**config.mk**
```make
export PLATFORM = sky130hd
export DESIGN_NAME = crcu_rst_ctl_apb_regs
export DESIGN_NICKNAME = d
export VERILOG_FILES = /design/src/rtl/crcu_pkg.sv /design/src/rtl/crcu_apb_wait_gen.sv /design/src/rtl/crcu_rst_ctl_apb_regs.sv
export SDC_FILE = /design/constraint.sdc
export NUM_CORES = 1
export LEC_CHECK = 0
export ABC_AREA = 1
export CELL_PAD_IN_SITES_DETAIL_PLACEMENT = 2
export CELL_PAD_IN_SITES_GLOBAL_PLACEMENT = 2
export CORE_UTILIZATION = 17
export DETAILED_ROUTE_END_ITERATION = 10
export PLACE_DENSITY = 0.86
export SLEW_MARGIN = 10
export SYNTH_ARGS = -nofsm -noshare
export SYNTH_HDL_FRONTEND = slang
export SYNTH_SLANG_ARGS = --single-unit
```
**constraint.sdc**
```tcl
create_clock -name CRCU_CLK -period 1.9 [get_ports CRCU_CLK]
set_clock_uncertainty 0.1 [all_clocks]
set_input_delay 0.285 -clock CRCU_CLK [delete_from_list [all_inputs] [get_ports CRCU_CLK]]
set_output_delay 0.285 -clock CRCU_CLK [all_outputs]
set_load 0.1 [all_outputs]
```
**src/rtl/crcu_pkg.sv**
```systemverilog
// Shared definitions for the CRCU reset-control APB register block.
`timescale 1ns/1ps
package crcu_pkg;

   localparam int unsigned DATA_W          = 32;
   localparam int unsigned CTL_W           = 3;
   localparam int unsigned CTL_EN_BIT      = 0;
   localparam int unsigned CTL_ASYNC_BIT   = 1;
   localparam int unsigned CTL_POSEDGE_BIT = 2;
   localparam int unsigned CTL_STRIDE      = 4;
   localparam int unsigned LOCK_OFFSET     = 32'h20;
   localparam int unsigned ERR_CNT_OFFSET  = 32'h24;
   localparam int unsigned ERR_CNT_W       = 8;
   localparam int unsigned WAIT_CNT_W      = 4;

   localparam logic [DATA_W-1:0]    LOCK_KEY    = 32'h5A5A_C0DE;
   localparam logic [ERR_CNT_W-1:0] ERR_CNT_MAX = 8'hFF;

   typedef enum logic [0:0] {
      ST_IDLE   = 1'b0,
      ST_ACCESS = 1'b1
   } apb_state_e;

   // Per-unit reset control payload
   typedef struct packed {
      logic posedge_sel;  // 1: posedge release, 0: negedge
      logic async_sel;    // 1: async assert, 0: sync
      logic enable;
   } rst_ctl_t;

   function automatic rst_ctl_t ctl_from_bits(input logic [CTL_W-1:0] b);
      rst_ctl_t c;
      c.enable      = b[CTL_EN_BIT];
      c.async_sel   = b[CTL_ASYNC_BIT];
      c.posedge_sel = b[CTL_POSEDGE_BIT];
      return c;
   endfunction

   function automatic logic [DATA_W-1:0] ctl_to_word(input rst_ctl_t c);
      logic [DATA_W-1:0] w;
      w                  = '0;
      w[CTL_EN_BIT]      = c.enable;
      w[CTL_ASYNC_BIT]   = c.async_sel;
      w[CTL_POSEDGE_BIT] = c.posedge_sel;
      return w;
   endfunction

endpackage

```
**src/rtl/crcu_apb_wait_gen.sv**
```systemverilog
// Wait-state counter and PREADY generation for the APB access phase.
`timescale 1ns/1ps
module crcu_apb_wait_gen
   import crcu_pkg::*;
#(
   parameter int unsigned WAIT_STATES = 1
) (
   input  logic clk,
   input  logic rst,
   input  logic in_access,
   input  logic xfer_active,
   output logic pready_c
);

   logic [WAIT_CNT_W-1:0] wait_cnt_q;
   logic [WAIT_CNT_W-1:0] wait_cnt_d;

   // Ready once the programmed number of wait cycles has elapsed
   always_comb begin
      pready_c = in_access && xfer_active &&
                 (wait_cnt_q == WAIT_CNT_W'(WAIT_STATES));
   end

   // Count while waiting; any idle, drop or completion clears the count
   always_comb begin
      wait_cnt_d = '0;
      if (in_access && xfer_active && !pready_c) begin
         wait_cnt_d = wait_cnt_q + WAIT_CNT_W'(1);
      end
   end

   // Counter register
   always_ff @(posedge clk or posedge rst) begin
      if (rst) begin
         wait_cnt_q <= '0;
      end else begin
         wait_cnt_q <= wait_cnt_d;
      end
   end

endmodule

```
**src/rtl/crcu_rst_ctl_apb_regs.sv**
```systemverilog
// APB3 register block holding per-unit reset-control words behind a one-shot lock.
`timescale 1ns/1ps
module crcu_rst_ctl_apb_regs
   import crcu_pkg::*;
#(
   parameter int unsigned NUM_REGS    = 4,
   parameter int unsigned WAIT_STATES = 1,
   parameter int unsigned ADDR_W      = 8
) (
   input  logic                       CRCU_CLK,
   input  logic                       CRCU_RST,
   input  logic                       PSEL,
   input  logic                       PENABLE,
   input  logic                       PWRITE,
   input  logic [ADDR_W-1:0]          PADDR,
   input  logic [DATA_W-1:0]          PWDATA,
   output logic [DATA_W-1:0]          PRDATA,
   output logic                       PREADY,
   output logic                       PSLVERR,
   output logic [NUM_REGS*DATA_W-1:0] rst_ctl_reg,
   output logic [NUM_REGS-1:0]        reg_update
);

   apb_state_e state_q;
   apb_state_e state_d;

   rst_ctl_t              ctl_q [NUM_REGS];
   rst_ctl_t              ctl_d [NUM_REGS];
   logic                  locked_q;
   logic                  locked_d;
   logic [ERR_CNT_W-1:0]  err_cnt_q;
   logic [ERR_CNT_W-1:0]  err_cnt_d;
   logic [NUM_REGS-1:0]   reg_update_q;
   logic [NUM_REGS-1:0]   reg_update_d;

   logic                  xfer_active;
   logic                  pready_c;
   logic [NUM_REGS-1:0]   ctl_sel;
   logic                  lock_hit;
   logic                  err_cnt_hit;
   logic                  addr_err;
   logic [DATA_W-1:0]     rdata_c;
   logic                  wr_commit;
   logic                  resp_err;

   assign xfer_active = PSEL && PENABLE;

   crcu_apb_wait_gen #(
      .WAIT_STATES (WAIT_STATES)
   ) u_wait_gen (
      .clk         (CRCU_CLK),
      .rst         (CRCU_RST),
      .in_access   (state_q == ST_ACCESS),
      .xfer_active (xfer_active),
      .pready_c    (pready_c)
   );

   // Address decode, error classification and read-data mux
   always_comb begin
      ctl_sel     = '0;
      rdata_c     = '0;
      lock_hit    = (PADDR == ADDR_W'(LOCK_OFFSET));
      err_cnt_hit = (PADDR == ADDR_W'(ERR_CNT_OFFSET));
      for (int unsigned i = 0; i < NUM_REGS; i++) begin
         if (PADDR == ADDR_W'(CTL_STRIDE * i)) begin
            ctl_sel[i] = 1'b1;
            rdata_c    = ctl_to_word(ctl_q[i]);
         end
      end
      if (lock_hit) begin
         rdata_c = {{(DATA_W-1){1'b0}}, locked_q};
      end
      if (err_cnt_hit) begin
         rdata_c = DATA_W'(err_cnt_q);
      end
      addr_err = (PADDR[1:0] != 2'b00) ||
                 !((|ctl_sel) || lock_hit || err_cnt_hit) ||
                 (PWRITE && (|ctl_sel) && locked_q);
   end

   // FSM state register
   always_ff @(posedge CRCU_CLK or posedge CRCU_RST) begin
      if (CRCU_RST) begin
         state_q <= ST_IDLE;
      end else begin
         state_q <= state_d;
      end
   end

   // FSM next state: a dropped select or a completed beat returns to IDLE
   always_comb begin
      state_d = state_q;
      case (state_q)
         ST_IDLE: begin
            if (xfer_active) begin
               state_d = ST_ACCESS;
            end
         end
         ST_ACCESS: begin
            if (!xfer_active || pready_c) begin
               state_d = ST_IDLE;
            end
         end
         default: state_d = ST_IDLE;
      endcase
   end

   // FSM outputs: APB response and commit qualifiers, all tied to the ready beat
   always_comb begin
      PREADY    = 1'b0;
      PSLVERR   = 1'b0;
      PRDATA    = '0;
      wr_commit = 1'b0;
      resp_err  = 1'b0;
      if (state_q == ST_ACCESS && pready_c) begin
         PREADY    = 1'b1;
         resp_err  = addr_err;
         PSLVERR   = addr_err;
         wr_commit = PWRITE && !addr_err;
         if (!PWRITE && !addr_err) begin
            PRDATA = rdata_c;
         end
      end
   end

   // Register updates: ctl writes re-lock, error counter saturates, clear wins
   always_comb begin
      ctl_d        = ctl_q;
      locked_d     = locked_q;
      err_cnt_d    = err_cnt_q;
      reg_update_d = '0;
      if (wr_commit) begin
         for (int unsigned i = 0; i < NUM_REGS; i++) begin
            if (ctl_sel[i]) begin
               ctl_d[i]        = ctl_from_bits(PWDATA[CTL_W-1:0]);
               reg_update_d[i] = 1'b1;
               locked_d        = 1'b1;
            end
         end
         if (lock_hit) begin
            locked_d = (PWDATA != LOCK_KEY);
         end
      end
      if (resp_err && err_cnt_q != ERR_CNT_MAX) begin
         err_cnt_d = err_cnt_q + ERR_CNT_W'(1);
      end
      if (wr_commit && err_cnt_hit) begin
         err_cnt_d = '0;
      end
   end

   // Register state
   always_ff @(posedge CRCU_CLK or posedge CRCU_RST) begin
      if (CRCU_RST) begin
         for (int unsigned i = 0; i < NUM_REGS; i++) begin
            ctl_q[i] <= '0;
         end
         locked_q     <= 1'b1;
         err_cnt_q    <= '0;
         reg_update_q <= '0;
      end else begin
         for (int unsigned i = 0; i < NUM_REGS; i++) begin
            ctl_q[i] <= ctl_d[i];
         end
         locked_q     <= locked_d;
         err_cnt_q    <= err_cnt_d;
         reg_update_q <= reg_update_d;
      end
   end

   // Expose ctl registers as 32-bit words
   always_comb begin
      rst_ctl_reg = '0;
      for (int unsigned i = 0; i < NUM_REGS; i++) begin
         rst_ctl_reg[DATA_W*i +: DATA_W] = ctl_to_word(ctl_q[i]);
      end
   end

   assign reg_update = reg_update_q;

endmodule

```
[Word level (Yosys, flattened, before mapping)]
Cells that the tools add are included.
Word-level totals
  flip-flop bits (word level): 30
  input port bits: 45
  output and inout bits: 166
  word-level logic and storage cells: 90
Cells by class
  $add $sub $neg: 2
  equal/unequal tests: 8
  mux-type cells: 31
  bitwise gates (word level): 1
  reductions and logical operators: 31
Operators by type and width (number)
  2-to-1 mux 32 bit: 6
  != test 32 x 31 -> 1 bit, second input constant: 1
  2-to-1 mux 1 bit: 18
  == test 8 x 4 -> 1 bit, second input constant: 2
  == test 8 x 6 -> 1 bit, second input constant: 2
  2-to-1 mux 8 bit: 2
  logical AND 1 bit: 11
  AND reduction 2 bit: 5
  adder 8 x 1 -> 8 bit, second input constant: 1
  == test 8 x 3 -> 1 bit, second input constant: 1
  zero test 8 bit: 1
  2-to-1 mux 4 bit: 2
  != test 8 bit, second input constant: 1
  2-to-1 mux 3 bit: 2
  zero test 1 bit: 5
  logical OR 1 bit: 5
  nonzero test 5 bit: 1
  adder 4 x 1 -> 4 bit, second input constant: 1
  == test 4 x 1 -> 1 bit, second input constant: 1
  nonzero test 2 bit: 2
  OR reduction 4 bit: 1
  case mux 1 bit (2 select lines): 1
  inverter 1 bit: 1

[Logic depth before layout (Yosys ltp)]
  word-level depth: 13
  gate-level depth with buffers: 11
  depth with buffers taken out: 11

[By module]
Synthesis repeated with hierarchy kept, for this count alone.
Unflattened totals
  cell total of the unflattened synthesis: 392
  area, all modules: 2989.1 um^2
By module, submodules not included
  crcu_rst_ctl_apb_regs: instances 1, cells an instance 368, area an instance 2777.7 um^2, sequential area each 651.9 um^2
  crcu_apb_wait_gen: instances 1, cells an instance 24, area an instance 211.5 um^2, sequential area each 100.1 um^2

[Least setup slack after synthesis]
Ideal clock, no wire load.
  kind: register to output
  start: register u_wait_gen.wait_cnt_q[1]
  end: output port PRDATA[3]
  arrival time: 3647 ps
  data required time: 1515 ps
  setup slack: -2132 ps
  cell stages (with the launch flop): 9
  buffers on the path: 0
  cell sequence: dfrtp_1 -> inv_1 -> ha_1 -> nand2_1 -> nor2_4 -> inv_2 -> nor2_1 -> nand2_2 -> nor3_1
Between the ends
  cells in the longest elaborated chain, start to end: 4
Ends and longest elaborated chain
  start: declaration: RTL line crcu_apb_wait_gen.sv:15  | logic [WAIT_CNT_W-1:0] wait_cnt_q;
  start signal: assignment: RTL line crcu_apb_wait_gen.sv:37  | wait_cnt_q <= wait_cnt_d;
  == test 4 x 1 -> 1 bit: RTL line crcu_apb_wait_gen.sv:21  | (wait_cnt_q == WAIT_CNT_W'(WAIT_STATES));
  logical AND 1 bit: RTL line crcu_apb_wait_gen.sv:20  | pready_c = in_access && xfer_active &&
  logical AND 1 bit: RTL line crcu_rst_ctl_apb_regs.sv:115  | if (state_q == ST_ACCESS && pready_c) begin
  2-to-1 mux 32 bit: RTL line crcu_rst_ctl_apb_regs.sv:115
  end: declaration: RTL line crcu_rst_ctl_apb_regs.sv:17  | output logic [DATA_W-1:0] PRDATA,
No other way between the ends.

[Worst setup path in the final report]
  start: register u_wait_gen.wait_cnt_q[1]
  end: output port PRDATA[5]
The elaborated chain is that of the path after synthesis.

==> flow_summary_export.csv <==
group,metric,value,unit
job,cap_violations,0,
logic_synthesis,synth_top_family_by_area,"buffers and inverters",
timing,hold_violations,0,
floorplan,core_area,16600,sq um
timing,setup_violations,9,
floorplan,die_area,17700,sq um
timing,fmax,444,MHz
logic_synthesis,synth_top_area_share,36.1,%
logic_synthesis,yosysSeqAreaShare,25.8,%
clocking,numCtsBuffers,5,
timing,rsz0062_at_grt,"yes",
logic_synthesis,synth_xor_area_share,1.80,%
floorplan,die_w,133,um
grt,grt_use_total,10.7,%
clocking,clk_pin_slew,0.06,ns
placement,port_buffers,70,
floorplan,die_h,133,um
logic_synthesis,muxShareOfSynthArea,0,%
grt,grt_first_pass_wirelength,14700,um
clocking,hold_buffers,0,
logic_synthesis,syn_area_per_cell,7.39,sq um
layout,nNetsFinal,562,
min_path,hp-class,"input port to asynchronous set/reset pin",
worst_setup_path,crit_arrival,1.87,ns
layout,final_cell_count_no_fill,735,
route,detail-route-antenna-nets,0,
timing,period_share,119,%
route,via_per_inst,3.44,
layout,final_cell_mix,"140 x conb_1, 53 x nand2_1, 38 x buf_4",
layout,nFillCells,1938,
logic_synthesis,synth.area.top_cells,"buf_4 36%, dfrtp_1 25%, nand2_1 8.0%",
timing,setup-tns-final,-2.74,ns
logic_synthesis,synth_warnings,0,
worst_setup_path,startpoint_type,"flip-flop",
outcome,failed_checks,"setup timing",
route,finalWirelength,9880,um
grt,overflow,0,
route,via_count,2526,
timing,finalWorstSetupSlack,-0.353,ns
route,remaining_drc_errors,0,
route,wl_per_cell,13.4,um
logic_synthesis,syn_area,2910,sq um
logic_synthesis,ys_seq_elements,30,
placement,dp.cells,719,
layout,drive_above_1_share,27.6,%
layout,post-route-util,26.5,%
layout,syn2layout_area_growth,51.2,%
logic_synthesis,synth_fa_ha_area_share,1.29,%
logic_synthesis,synth_simple_gate_area_share,26.0,%
floorplan,rows,47,
worst_setup_path,crit_type,"flip-flop to output pin",
layout,diodes,0,
clocking,clock_latency,0.28,ns
clocking,htreeDepth,2,
route,drt_first_pass_iters,4,
outcome,status,"finished, violations left",
logic_synthesis,synth.distinct_cells,30,
layout,final_common_cell,"conb_1",
timing,whs,0.328,ns
pwr,leakage,0.00229,uW
clocking,cts_tree,"yes",
floorplan,io_pins,211,
logic_synthesis,synthCells,394,
logic_synthesis,synth-compound-area-share,3.69,%
floorplan,start_util,17.5,%
timing,period_needed,2.25,ns
route,drtIter0Drc,61,
layout,largest_reg_flops,12,
timing,slew_violations,0,
worst_setup_path,worst-endpoint-required,1.51,ns
pwr,power_density,652,nW/um^2
pwr,peakVddDrop,0.300,mV
clocking,numClockSinks,30,
logic_synthesis,yosysTopAreaCell,"buf_4",
grt,antenna_found_initial,0,
grt,grt_max_degree,31,
grt,grt_pass1_vias,2744,
placement,place_congestion,0.724,
worst_setup_path,end_kind,"output pin",
pwr,total_power,2870,uW
clocking,cts-root-buf,"clkbuf_16",
worst_setup_path,cp_max_fo,6,
clocking,clk_path_buf_depth,2,
placement,dpl.hpwl,7510,um
## kinds of logic after synthesis
logic type | count (synthesis)
AO/OA/AOI/OAI | 21
AND/OR/NAND/NOR | 153
XOR/XNOR | 6
buffers and inverters | 180
other | 1
flip-flops | 30
adder cells (fa/ha/maj) | 3
## cells in the mapped netlist
cell / n
nand2_1: 62
nand3_2: 1
nand2_2: 8
o21ai_1: 14
nor2_4: 4
nor2_1: 24
o21ai_0: 1
nor3b_1: 5
ha_1: 3
nand3_4: 1
nand2_4: 1
or2_1: 2
a21oi_1: 5
xnor2_1: 1
dfstp_2: 1
inv_2: 6
nor3_1: 8
buf_4: 140
nand4_2: 2
dfrtp_1: 29
inv_1: 33
or2_0: 1
nor2_2: 2
conb_1: 1
nand4_1: 3
clkinv_2: 1
xor2_1: 5
nand3b_1: 1
nand3_1: 28
o211ai_1: 1
## area by class of cell
class                           count  area, sq um  share of cell area, %
Multi-Input combinational cell    323         1770                   40.1
Inverter                           40          164                   3.72
Clock buffer                        7          143                   3.24
Timing Repair Buffer              114         1300                   29.5
Sequential cell                    30          752                   17.1
Clock inverter                      1         5.00                  0.114
Tap cell                          220          275                   6.25
## routing by layer
metal	up-vias	track usage, %	part of all wire, %
li1	1183	-	-
met1	1220	11.5	38
met2	117	20.5	53
met3	6	2.87	7.8
met4	0	2.49	0.90
met5	-	0	0
## power by group
part           internal [uW]  switching (uW)
Clock                    520             302
Combinational            110            1290
Sequential               644            4.08
## critical path, cell delays in order, from the launching register on
cell and delay [ns]:
dfrtp_1 0.38, inv_1 0.06, ha_1 0.15, nand2_2 0.07, nor2_4 0.13, inv_4 0.06
nor2_4 0.12, nand2_4 0.11, buf_4 0.17, nor3_4 0.14, buf_12 0.20
## metrics by stage
stage	setup slack [ns]	instance area, sq um
CTS	-0.388	4290
detailed placement	-0.529	4050
global placement	-0.487	4050
global route	-0.459	4410
floorplan	-0.891	3590
finish	-0.353	4410
## repair_timing
item / in CTS / in global routing
endpoints found under the hold margin: 0 / 0
setup buffers: 6 / 5
resized for setup: 29 / 22
pin swaps: 14 / 19
setup endpoints to repair: 18 / 31
## worst paths after layout
check	from	end	slack [ns]	cells past startpoint
max	u_wait_gen.wait_cnt_q[1]$_DFF_PP0_	PRDATA[5]	-0.35	10
min	CRCU_RST	err_cnt_q[4]$_DFFE_PP0P_	0.33	3
max reg2reg	locked_q$_DFFE_PP1P_	rst_ctl_reg[98]$_DFFE_PP0P_	0.03	12
min reg2reg	u_wait_gen.wait_cnt_q[0]$_DFF_PP0_	u_wait_gen.wait_cnt_q[0]$_DFF_PP0_	0.45	2
max in group asynchronous	CRCU_RST	locked_q$_DFFE_PP1P_	1.04	3
min in group CRCU_CLK	PSEL	state_q$_DFF_PP0_	0.34	3
(Power assumes the default switching activity.)
